<file path="src/rtl/mbox_pkg.sv">
// Shared types and constants for the AHB mailbox monitor.
package mbox_pkg;

  typedef enum logic [1:0] {
    ST_RUN     = 2'd0,
    ST_PASS    = 2'd1,
    ST_FAIL    = 2'd2,
    ST_TIMEOUT = 2'd3
  } mbox_state_e;

  localparam int unsigned CH_CONSOLE = 0;
  localparam int unsigned CH_EXIT    = 1;
  localparam logic [7:0]  EXIT_PASS  = 8'hFF;
  localparam logic [7:0]  PRINT_LO   = 8'h20;
  localparam logic [7:0]  PRINT_HI   = 8'h7E;

  // Data-phase context captured at address acceptance
  typedef struct packed {
    logic       write;
    logic       hit;
    logic [3:0] ch;
    logic [1:0] off;
    logic [2:0] size;
  } mbox_dphase_t;

  // Byte lanes touched by a write within its 32-bit channel word
  function automatic logic [31:0] lane_mask(input logic [2:0] size, input logic [1:0] off);
    logic [31:0] m;
    case (size)
      3'd0:    m = 32'h0000_00FF << {off, 3'b000};
      3'd1:    m = off[1] ? 32'hFFFF_0000 : 32'h0000_FFFF;
      default: m = 32'hFFFF_FFFF;
    endcase
    return m;
  endfunction

  function automatic logic is_printable(input logic [7:0] b);
    return (b >= PRINT_LO) && (b <= PRINT_HI);
  endfunction

endpackage

</file>
<file path="src/rtl/ahb_mbox_monitor_if.sv">
// AHB-Lite slave port bundle for the mailbox monitor.
interface ahb_mbox_monitor_if;
  logic [31:0] haddr;
  logic [1:0]  htrans;
  logic        hwrite;
  logic [2:0]  hsize;
  logic        hsel;
  logic        hready;
  logic [63:0] hwdata;
  logic [63:0] hrdata;
  logic        hreadyout;
  logic        hresp;

  modport master (
    output haddr, htrans, hwrite, hsize, hsel, hready, hwdata,
    input  hrdata, hreadyout, hresp
  );

  modport slave (
    input  haddr, htrans, hwrite, hsize, hsel, hready, hwdata,
    output hrdata, hreadyout, hresp
  );
endinterface

</file>
<file path="src/rtl/mbox_fifo.sv">
// Synchronous FIFO for console characters; pointers carry one wrap bit.
module mbox_fifo #(
  parameter int unsigned WIDTH = 8,
  parameter int unsigned DEPTH = 16
) (
  input  logic                     clk,
  input  logic                     rst_l,
  input  logic                     push,
  input  logic                     pop,
  input  logic [WIDTH-1:0]         wdata,
  output logic [WIDTH-1:0]         rdata,
  output logic                     full,
  output logic                     empty,
  output logic [$clog2(DEPTH):0]   count
);
  localparam int unsigned AW = $clog2(DEPTH);

  logic [WIDTH-1:0] mem [DEPTH];
  logic [AW:0]      wr_ptr;
  logic [AW:0]      rd_ptr;
  logic             do_push;
  logic             do_pop;

  assign empty   = (wr_ptr == rd_ptr);
  assign full    = (wr_ptr[AW] != rd_ptr[AW]) && (wr_ptr[AW-1:0] == rd_ptr[AW-1:0]);
  assign count   = wr_ptr - rd_ptr;
  assign do_pop  = pop & ~empty;
  assign do_push = push & (~full | do_pop);
  assign rdata   = empty ? '0 : mem[rd_ptr[AW-1:0]];

  always_ff @(posedge clk) begin
    if (!rst_l) begin
      wr_ptr <= '0;
      rd_ptr <= '0;
    end else begin
      if (do_push) wr_ptr <= wr_ptr + (AW+1)'(1);
      if (do_pop)  rd_ptr <= rd_ptr + (AW+1)'(1);
    end
  end

  always_ff @(posedge clk) begin
    if (do_push) mem[wr_ptr[AW-1:0]] <= wdata;
  end

endmodule

</file>
<file path="src/rtl/ahb_mbox_monitor.sv">
// AHB-Lite mailbox: console FIFO, exit code, scratch channels and test watchdog.
// Optional read-back of channel state is compiled in with MBOX_RDBK_EN.
module ahb_mbox_monitor
  import mbox_pkg::*;
#(
  parameter logic [31:0] MBOX_BASE  = 32'hD058_0000,
  parameter int unsigned NUM_CH     = 4,
  parameter int unsigned FIFO_DEPTH = 16,
  parameter logic [31:0] TIMEOUT    = 32'h800
) (
  input  logic                    clk,
  input  logic                    rst_l,
  ahb_mbox_monitor_if.slave       bus,
  output logic                    cons_valid,
  output logic [7:0]              cons_data,
  input  logic                    cons_ready,
  output logic                    test_done,
  output logic                    test_pass,
  output logic                    test_timeout,
  output logic [31:0]             cycle_cnt,
  output logic [32*NUM_CH-1:0]    scratch
);
  localparam int unsigned CNT_W = $clog2(FIFO_DEPTH) + 1;

  mbox_dphase_t                dp_q;
  logic                        dp_valid_q;
  mbox_state_e                 state_q;
  logic [NUM_CH-1:0][31:0]     scratch_q;

  logic              accept;
  logic              hit;
  logic              dp_wr;
  logic [31:0]       wlane;
  logic [31:0]       wmask;
  logic [31:0]       wval;
  logic              push_req;
  logic              pop;
  logic              stall;
  logic              exit_wr;
  logic              fifo_full;
  logic              fifo_empty;
  logic [CNT_W-1:0]  fifo_count;
  logic              unused_ok;

  assign unused_ok = bus.htrans[0];

  // Address decode and data-phase write value
  assign hit    = (bus.haddr[31:6] == MBOX_BASE[31:6]) && (5'(bus.haddr[5:2]) < 5'(NUM_CH));
  assign accept = bus.hsel & bus.hready & bus.htrans[1] & ~stall;
  assign dp_wr  = dp_valid_q & dp_q.write & dp_q.hit;
  assign wlane  = dp_q.ch[0] ? bus.hwdata[63:32] : bus.hwdata[31:0];
  assign wmask  = lane_mask(dp_q.size, dp_q.off);
  assign wval   = wlane & wmask;

  // A printable console write into a full FIFO waits for a pop
  assign push_req = dp_wr && (dp_q.ch == 4'(CH_CONSOLE)) && is_printable(wval[7:0]);
  assign pop      = ~fifo_empty & cons_ready;
  assign stall    = push_req & fifo_full & ~pop;
  assign exit_wr  = dp_wr && (dp_q.ch == 4'(CH_EXIT)) && (wval != 32'd0);

  assign bus.hreadyout = ~stall;
  assign bus.hresp     = 1'b0;
  assign cons_valid    = ~fifo_empty;
  assign scratch       = scratch_q;

  mbox_fifo #(.WIDTH(8), .DEPTH(FIFO_DEPTH)) u_fifo (
    .clk   (clk),
    .rst_l (rst_l),
    .push  (push_req & ~stall),
    .pop   (pop),
    .wdata (wval[7:0]),
    .rdata (cons_data),
    .full  (fifo_full),
    .empty (fifo_empty),
    .count (fifo_count)
  );

  always_ff @(posedge clk) begin
    if (!rst_l) begin
      dp_valid_q <= 1'b0;
      dp_q       <= '0;
    end else if (!stall) begin
      dp_valid_q <= accept;
      dp_q.write <= bus.hwrite;
      dp_q.hit   <= hit;
      dp_q.ch    <= bus.haddr[5:2];
      dp_q.off   <= bus.haddr[1:0];
      dp_q.size  <= bus.hsize;
    end
  end

  // Verdict FSM; an exit-code write takes priority over the watchdog
  always_ff @(posedge clk) begin
    if (!rst_l) begin
      state_q      <= ST_RUN;
      test_done    <= 1'b0;
      test_pass    <= 1'b0;
      test_timeout <= 1'b0;
      cycle_cnt    <= 32'd0;
    end else begin
      if (cycle_cnt != 32'hFFFF_FFFF) cycle_cnt <= cycle_cnt + 32'd1;
      if (state_q == ST_RUN) begin
        if (exit_wr) begin
          state_q   <= (wval == 32'(EXIT_PASS)) ? ST_PASS : ST_FAIL;
          test_done <= 1'b1;
          test_pass <= (wval == 32'(EXIT_PASS));
        end else if ((TIMEOUT != 32'd0) && (cycle_cnt == TIMEOUT - 32'd1)) begin
          state_q      <= ST_TIMEOUT;
          test_done    <= 1'b1;
          test_timeout <= 1'b1;
        end
      end
    end
  end

  always_ff @(posedge clk) begin
    if (!rst_l) begin
      scratch_q <= '0;
    end else begin
      for (int unsigned i = 2; i < NUM_CH; i++) begin
        if (dp_wr && (dp_q.ch == 4'(i))) scratch_q[i] <= (scratch_q[i] & ~wmask) | wval;
      end
    end
  end

`ifdef MBOX_RDBK_EN
  logic [31:0] rd_word;

  always_comb begin
    rd_word = 32'd0;
    if (dp_valid_q && !dp_q.write && dp_q.hit) begin
      if (dp_q.ch == 4'(CH_CONSOLE)) begin
        rd_word = {16'b0, 8'(fifo_count), 7'b0, fifo_full};
      end else if (dp_q.ch == 4'(CH_EXIT)) begin
        rd_word = {30'b0, state_q};
      end else begin
        for (int unsigned i = 2; i < NUM_CH; i++) begin
          if (dp_q.ch == 4'(i)) rd_word = scratch_q[i];
        end
      end
    end
    bus.hrdata = dp_q.ch[0] ? {rd_word, 32'b0} : {32'b0, rd_word};
  end
`else
  logic unused_rdbk;

  assign unused_rdbk = ^fifo_count;
  assign bus.hrdata  = 64'd0;
`endif

endmodule
</file>
<file path="src/flat_wrapper.sv">
// flat-port wrapper written by rule: the top's interface ports become plain ports
module ahb_mbox_monitor_flat import mbox_pkg::*;
#(
  parameter logic [31:0] MBOX_BASE  = 32'hD058_0000,
  parameter int unsigned NUM_CH     = 4,
  parameter int unsigned FIFO_DEPTH = 16,
  parameter logic [31:0] TIMEOUT    = 32'h800
)
  (clk, rst_l, cons_valid, cons_data, cons_ready, test_done, test_pass, test_timeout, cycle_cnt, scratch, bus_haddr, bus_htrans, bus_hwrite, bus_hsize, bus_hsel, bus_hready, bus_hwdata, bus_hrdata, bus_hreadyout, bus_hresp);
  ahb_mbox_monitor_if bus_i ();
  input  logic clk;
  input  logic rst_l;
  output logic cons_valid;
  output logic [7:0] cons_data;
  input  logic cons_ready;
  output logic test_done;
  output logic test_pass;
  output logic test_timeout;
  output logic [31:0] cycle_cnt;
  output logic [32*NUM_CH-1:0] scratch;
  input wire logic [$bits(bus_i.haddr)-1:0] bus_haddr;
  input wire logic [$bits(bus_i.htrans)-1:0] bus_htrans;
  input wire logic [$bits(bus_i.hwrite)-1:0] bus_hwrite;
  input wire logic [$bits(bus_i.hsize)-1:0] bus_hsize;
  input wire logic [$bits(bus_i.hsel)-1:0] bus_hsel;
  input wire logic [$bits(bus_i.hready)-1:0] bus_hready;
  input wire logic [$bits(bus_i.hwdata)-1:0] bus_hwdata;
  output wire logic [$bits(bus_i.hrdata)-1:0] bus_hrdata;
  output wire logic [$bits(bus_i.hreadyout)-1:0] bus_hreadyout;
  output wire logic [$bits(bus_i.hresp)-1:0] bus_hresp;
  assign bus_i.haddr = bus_haddr;
  assign bus_i.htrans = bus_htrans;
  assign bus_i.hwrite = bus_hwrite;
  assign bus_i.hsize = bus_hsize;
  assign bus_i.hsel = bus_hsel;
  assign bus_i.hready = bus_hready;
  assign bus_i.hwdata = bus_hwdata;
  assign bus_hrdata = bus_i.hrdata;
  assign bus_hreadyout = bus_i.hreadyout;
  assign bus_hresp = bus_i.hresp;
  ahb_mbox_monitor #(.MBOX_BASE(MBOX_BASE), .NUM_CH(NUM_CH), .FIFO_DEPTH(FIFO_DEPTH), .TIMEOUT(TIMEOUT)) u_core (.clk(clk), .rst_l(rst_l), .bus(bus_i), .cons_valid(cons_valid), .cons_data(cons_data), .cons_ready(cons_ready), .test_done(test_done), .test_pass(test_pass), .test_timeout(test_timeout), .cycle_cnt(cycle_cnt), .scratch(scratch));
endmodule
</file>
<file path="config.mk">
export PLATFORM = sky130hd
export DESIGN_NAME = ahb_mbox_monitor_flat
export DESIGN_NICKNAME = d
export VERILOG_FILES = /design/src/rtl/mbox_pkg.sv /design/src/rtl/ahb_mbox_monitor_if.sv /design/src/rtl/mbox_fifo.sv /design/src/rtl/ahb_mbox_monitor.sv /design/src/flat_wrapper.sv
export SDC_FILE = /design/constraint.sdc
export NUM_CORES = 1
export LEC_CHECK = 0
export ABC_AREA = 1
export BUFFER_PORTS_ARGS = -buffer_cell sky130_fd_sc_hd__buf_2
export CAP_MARGIN = 15
export CORE_MARGIN = 4
export CORE_UTILIZATION = 25
export CTS_CLUSTER_SIZE = 40
export DETAILED_ROUTE_END_ITERATION = 10
export GPL_TIMING_DRIVEN = 0
export HOLD_SLACK_MARGIN = 0.1
export PLACE_DENSITY_LB_ADDON = 0.08
export SLEW_MARGIN = 20
export SYNTH_ARGS = -nofsm -noshare
export SYNTH_HDL_FRONTEND = slang
export SYNTH_HIERARCHICAL = 1
export SYNTH_SLANG_ARGS = --single-unit
</file>
<file path="constraint.sdc">
create_clock -name clk -period 2.7 [get_ports clk]
set_input_delay 0.135 -clock clk [delete_from_list [all_inputs] [get_ports clk]]
set_output_delay 0.135 -clock clk [all_outputs]
set_load 0.02 [all_outputs]
</file>
==> metrics.csv, run 1 <==
stage,metric,value,unit
floorplanning,die_x,234,um
power_and_ir_drop,leakage,8.09,nW
floorplanning,die_h,234,um
sta,hold_viol,0,
setup_path,rrSetupSlack,0.16,ns
yosys,synth_cells,1496,
cells_and_area,nets,2082,
cells_and_area,final_cells,2662,
sta,tightest_slew,0.798,ns
drt,dr.pass1.iters,5,
place,numPortBuffers,214,
min_path,hold_end,u_core/u_fifo/rd_ptr[0]$_SDFFE_PN0P_,
power_and_ir_drop,max-vdd-ir-drop,0.000431,V
floorplanning,initial_core_util,25.3,%
sta,setup_viol,0,
setup_path,cp.arrival,2.41,ns
yosys,postSynthAreaPerCell,8.51,um2
setup_path,cp.required,2.57,ns
clocking,cts-root-buf,clkbuf_16,
floorplanning,fp-row-count,82,
clocking,cts-htree-levels,1,
yosys,netlist_area,12700,um2
drt,ant_nets,0,
clocking,clock_path_buffers,3,
place,post_dp_cell_area,15200,um2
setup_path,r2r_cells,15,
cells_and_area,area_delta_synth_final,36.9,%
setup_path,startpoint_type,flip-flop,
yosys,yosysWarnings,6,
drt,routed_wl,44.1,mm
drt,via_count,11200,
clocking,clock-sinks,255,
floorplanning,dieArea,54600,um2
clocking,cts_buffers,30,
global_routing,gr-total-overflow,0,
drt,drc,0,
drt,avgViaCountPerCell,4.19,
setup_path,reg2reg_to,u_core/u_fifo/mem[6][3]$_DFFE_PP_,
status,status,"complete, no violations",
clocking,cts_tree,built,
cells_and_area,final.fill_count,5322,
drt,drt_iter0_drc,777,
sta,skew,0.0219,ns
global_routing,grt_start_max_net_pins,17,
min_path,holdPathStages,5,
global_routing,grt_usage,15.6,%
setup_path,regToRegStartpoint,u_core/dp_q[5]$_SDFFE_PN0N_,
floorplanning,coreArea,50300,um2
sta,fin_crit,2.54,ns
clocking,insertion_delay,0.57,ns
job,maxCapViolCount,0,
min_path,hp-start,cons_ready,
global_routing,grt_antenna_before_repair,2,
setup_path,critPathMaxFanout,10,
sta,rsz0062_at_grt,true,
floorplanning,ios,345,
sta,final.period_utilization,94.1,%
cells_and_area,drive_above_1_share,26.8,%
global_routing,grt_pass1_vias,10800,
sta,slew_headroom,46.8,%
place,dpl.hpwl,32.9,mm
global_routing,grt_pass1_wl,65.4,mm
place,place_congestion,0.861,
setup_path,worstSetupEndpointType,output pin,
power_and_ir_drop,p_per_area,528,nW/um2
cells_and_area,final_area,17400,um2
sta,fmax,394,MHz
setup_path,critPathKind,flip-flop to output pin,
drt,wl_per_cell,16.5,um
min_path,hold_class,input pin to flip-flop,
sta,report.final.slew_viol_count,0,
clocking,path_clk_slew,0.06,ns
place,dp.cells,2510,
==> placed cells by master (no fill, tap or decap), types with 8 or more instances in the layout <==
cell type,n
inv_1,125
nand2_2,8
nand2_4,9
dlygate4sd3_1,74
nand4_1,15
clkbuf_16,31
clkbuf_1,27
edfxtp_1,128
dfxtp_1,125
buf_4,146
nor3_1,22
clkbuf_8,10
nor2_4,18
nand2_1,348
a21oi_1,63
nor4_1,18
o21ai_1,11
a211oi_1,23
nand3_1,121
o21ai_0,46
ha_1,10
nor2_1,111
buf_12,12
conb_1,129
inv_2,12
buf_2,238
xor2_1,23
a311oi_1,16
==> layer usage <==
metal	GRT usage (%)	wire length, um	vias to the layer above
met3	2.63	2080	57
met4	3.53	922	0
met2	27.3	22300	265
met1	20.1	18700	5200
li1	-	-	5638
met5	0	0	-
==> worst max-delay path by stage <==
| stage | startpoint | end | slack, ns | depth (start not counted) |
|---|---|---|---|---|
| after global placement | u_core/dp_q[5]$_SDFFE_PN0N_ | u_core/u_fifo/mem[15][4]$_DFFE_PP_ | -1.01 | 13 |
| final | u_core/u_fifo/wr_ptr[0]$_SDFFE_PN0P_ | bus_hreadyout | 0.16 | 11 |
| after CTS | u_core/u_fifo/wr_ptr[0]$_SDFFE_PN0P_ | bus_hreadyout | 0.01 | 11 |
| after floorplan | u_core/u_fifo/wr_ptr[0]$_SDFFE_PN0P_ | u_core/u_fifo/mem[11][0]$_DFFE_PP_ | 0.04 | 14 |
| after detailed placement | u_core/dp_q[5]$_SDFFE_PN0N_ | u_core/u_fifo/mem[15][4]$_DFFE_PP_ | -1.0 | 13 |
| after global routing | u_core/u_fifo/wr_ptr[0]$_SDFFE_PN0P_ | bus_hreadyout | -0.02 | 11 |
==> layout make-up <==
cell class | count | area, um2 | area share (%)
antenna | 1 | 2.50 | 0.0144
buffer | 188 | 1300 | 7.48
clock buffer | 52 | 955 | 5.48
clock inverter | 4 | 70.1 | 0.402
inverter | 144 | 573 | 3.29
multi-input combinational | 1037 | 5180 | 29.7
sequential | 255 | 6390 | 36.7
tap | 672 | 841 | 4.82
timing repair buffer | 309 | 2120 | 12.2
==> power breakdown <==
part | switching (mW) | internal (mW) | leakage [nW]
sequential | 0.0134 | 4.10 | 2.33
combinational | 0.544 | 0.354 | 5.26
clock | 1.63 | 2.56 | 0.503
total | 2.18 | 7.02 | 8.09
==> stage by stage <==
step	hold slack, ns	setup WS, ns	TNS [ns]	total power [mW]	util (%)
after global routing	0.129	-0.0173	-0.0173	9.56	34.7
final	0.130	0.159	0	9.21	34.7
after global placement	0.364	-1.01	-101.69	4.96	30.2
after floorplan	0.256	0.0448	0	4.73	-
after CTS	0.115	0.0109	0	9.32	34.3
after detailed placement	0.364	-0.999	-104.11	4.96	30.2
==> timing repair <==
action | CTS | global route
buffers inserted | 12 | 9
pin swaps | 7 | 9
endpoints found under the setup margin | 134 | 121
hold buffers | 74 | 0
endpoints found under the hold margin | 85 | 0
gates resized for setup | 37 | 13
==> critical path, cell delays in order, from the launching register on <==
cell and delay, ns:
dfxtp_4 0.37, inv_1 0.08, ha_1 0.32, nand2_1 0.06
nor2_1 0.11, nand2_2 0.12, inv_6 0.14, inv_2 0.07
nand2_2 0.11, nand4_4 0.14, buf_6 0.18, buf_2 0.16
Power figures use the tool's default switching activity.
==> inputs of run 2 (changes only) <==
--- a/config.mk
+++ b/config.mk
@@ -18,5 +18,4 @@
 export SLEW_MARGIN = 20
 export SYNTH_ARGS = -nofsm -noshare
 export SYNTH_HDL_FRONTEND = slang
-export SYNTH_HIERARCHICAL = 1
 export SYNTH_SLANG_ARGS = --single-unit
==> run 2 against run 1 <==
Compared with the run above:
- sequential power about the same
- synthesized cell count decreased by 3.2%
- combinational power increased by 22%
- utilization decreased by 0.088 points
- total power increased by 1.7%
- clock-buffer cell count decreased by 6
- die area decreased by 1.7%
- cell count decreased by 2.3%
- sequential share of layout area increased by 0.94 points
- first-iteration DRC count decreased by 27%
==> metrics.csv, run 2 <==
stage,metric,value,unit,change
global_routing,grt_start_max_net_pins,17,,unchanged
yosys,ys_ff_latch,255,,
setup_path,critPathMaxFanout,9,,-1
yosys,yosysWarnings,0,,-6
yosys,synthTopCellsByArea,"edfxtp_1 (31%), dfxtp_1 (20%), buf_4 (7.9%), nand2_1 (7.5%), a21oi_1 (5.0%)",,
sta,setup_viol,0,,unchanged
drt,wl_per_cell,16.8,um,+1.5%
global_routing,grt_pass1_vias,10800,,+0.53%
place,place_congestion,0.823,,-4.4%
cells_and_area,fin_util,34.6,%,-0.088 points
setup_path,regToRegStartpoint,u_core.dp_q[0]$_SDFFE_PN0N_,,
setup_path,startpoint_type,flip-flop,,
cells_and_area,final_area,17000,um2,-2.5%
global_routing,grt_pass1_wl,64.9,mm,-0.82%
place,numPortBuffers,214,,unchanged
min_path,hp-start,bus_hwdata[4],,
setup_path,worstSetupEndpointType,flip-flop,,
clocking,clock-sinks,255,,unchanged
sta,fmax,379,MHz,-3.8%
yosys,synth_area_leader_cell,edfxtp_1,,
clocking,clock_path_buffers,3,,unchanged
setup_path,cp.arrival,2.84,ns,+0.43 ns
cells_and_area,layout_common_cells,"nand2_1 (250), buf_2 (221), inv_1 (159), buf_4 (133), conb_1 (129)",,
status,status,"complete, no violations",,
cells_and_area,area_delta_synth_final,36.0,%,
yosys,async_reset_ff_share,0,%,
yosys,synthTopCellsByCount,"nand2_1 (250), inv_1 (160), buf_4 (132), edfxtp_1 (128), dfxtp_1 (127)",,
drt,via_count,11000,,-1.7%
yosys,synth_top_area_share,30.7,%,
yosys,synth_cells,1448,,-3.2%
min_path,hold_class,input pin to flip-flop,,
sta,tightest_slew,0.777,ns,-0.0218 ns
floorplanning,die_x,232,um,-0.88%
drt,avgViaCountPerCell,4.22,,+0.60%
yosys,synth.distinct_cells,42,,
yosys,netlist_area,12500,um2,-1.8%
drt,drc,0,,unchanged
floorplanning,initial_core_util,25.4,%,+0.11 points
setup_path,cp.required,2.90,ns,+0.33 ns
global_routing,gr-total-overflow,0,,unchanged
cells_and_area,final_common_cell,nand2_1,,
setup_path,path_cells,"inv_1, nand2_1, a21oi_4, nor2_4, nor3_2, nand3_2, nor2_4, nand2_1, nor2_2",,
clocking,cts-root-buf,clkbuf_16,,
place,post_dp_cell_area,15000,um2,-1.1%
sta,fin_crit,2.64,ns,+0.100 ns
clocking,cts-htree-levels,1,,unchanged
power_and_ir_drop,p_per_area,551,nW/um2,+4.3%
yosys,synth_edf_count,128,,
global_routing,grt_antenna_before_repair,3,,+1
floorplanning,fp-row-count,81,,-1.2%
cells_and_area,drive_above_1_share,24.7,%,-2.2 points
cells_and_area,nets,2022,,-2.9%
floorplanning,coreArea,49200,um2,-2.2%
floorplanning,dieArea,53700,um2,-1.7%
yosys,postSynthAreaPerCell,8.63,um2,+1.4%
setup_path,critical_path.startpoint,u_core.dp_q[0]$_SDFFE_PN0N_,,
global_routing,grt_usage,15.6,%,about the same
sta,hold_viol,0,,unchanged
sta,skew,0.0115,ns,-0.0104 ns
place,dpl.hpwl,33.4,mm,+1.5%
setup_path,cpMaxStageDelayCell,nor2_2,,
floorplanning,die_h,232,um,-0.88%
power_and_ir_drop,leakage,7.48,nW,-7.6%
drt,ant_nets,0,,unchanged
yosys,synth_ff_type,edfxtp_1,,
yosys,yosysMostFrequentCell,nand2_1,,
power_and_ir_drop,max-vdd-ir-drop,0.000428,V,-0.79%
drt,drt_iter0_drc,565,,-27%
drt,dr.pass1.iters,5,,unchanged
clocking,cts_tree,built,,
drt,routed_wl,43.7,mm,-0.82%
setup_path,crit_path_max_incr_delay,0.53,ns,+0.16 ns
sta,slew_headroom,47.9,%,+1.1 points
sta,rsz0062_at_grt,true,,
job,maxCapViolCount,0,,unchanged
floorplanning,ios,345,,unchanged
clocking,insertion_delay,0.57,ns,about the same
sta,report.final.slew_viol_count,0,,unchanged
setup_path,critPathKind,flip-flop to flip-flop,,
yosys,seq_area_frac_synth,51.1,%,
clocking,path_clk_slew,0.06,ns,about the same
sta,final.period_utilization,97.8,%,+3.7 points
clocking,cts_buffers,31,,+3.3%
run 2: worst max-delay path: cells and delay by family, from the launching register on:
family	cells	cell delay (ns)
simple gates	7	1.48
buf+inv	1	0.06
compound gates	1	0.41
flops	1	0.31
run 2: kinds of logic after synthesis:
family,synth area share (%)
xor gates and xnor gates,1.19
buffers and inverters,14.7
other,0.0300
muxes,2.56
DFF,51.1
AOI/OAI and AO/OA,11.1
and+or+nand+nor,18.8
adders and majority gates,0.600
run 2: final cells by class:
cell class	count	area, um2
fillers	5207	32100
inverters	167	627
clock inverters	12	111
multi-input cells	972	4890
repair buffers	303	2010
plain buffers	179	1230
flip-flops and latches	255	6390
clock buffers	46	902
diodes	2	5.00
well taps	664	831
run 2: where the power goes:
group          leakage (nW)  internal (mW)  switching [mW]
logic                  4.74          0.429           0.670
registers              2.24           4.10          0.0161
clock network         0.497           2.48            1.66
run 2: timing repair:
item,CTS,global route
endpoints found under the hold margin,98,0
gates resized for setup,35,12
buffers inserted,0,4
pin swaps,2,5
setup endpoints to repair,137,112
hold buffers,78,0
run 2: worst paths after layout:
path / to / cells past startpoint / slack, ns
setup / recovery: u_core.u_fifo.mem[13][5]$_DFFE_PP_ / 9 / 0.06
hold / removal: flip-flop / 5 / 0.12
setup reg to reg: u_core.u_fifo.mem[13][5]$_DFFE_PP_ / 9 / 0.06
hold reg to reg: u_core.dp_q[1]$_SDFFE_PN0N_ / 2 / 0.45
run 2: metrics by stage:
step	setup slack, ns	cells	TNS (ns)	hold WS, ns	power [mW]
global route	-0.180	2599	-4.72	0.158	9.73
global placement	-0.666	2454	-75.92	0.372	5.15
finish	0.0588	2600	0	0.124	9.36
detailed placement	-0.517	2461	-46.69	0.373	5.18
CTS	-0.00939	2594	-0.0486	0.104	9.49
floorplan	0.517	1576	0	0.254	4.85
run 2: routing by layer:
layer	track usage, %	part of all wire, %	up-vias
li1	-	-	5495
met1	20.1	44	5160
met2	27.4	50	259
met3	2.86	5.0	47
met4	2.95	1.6	4
met5	0	0.048	-
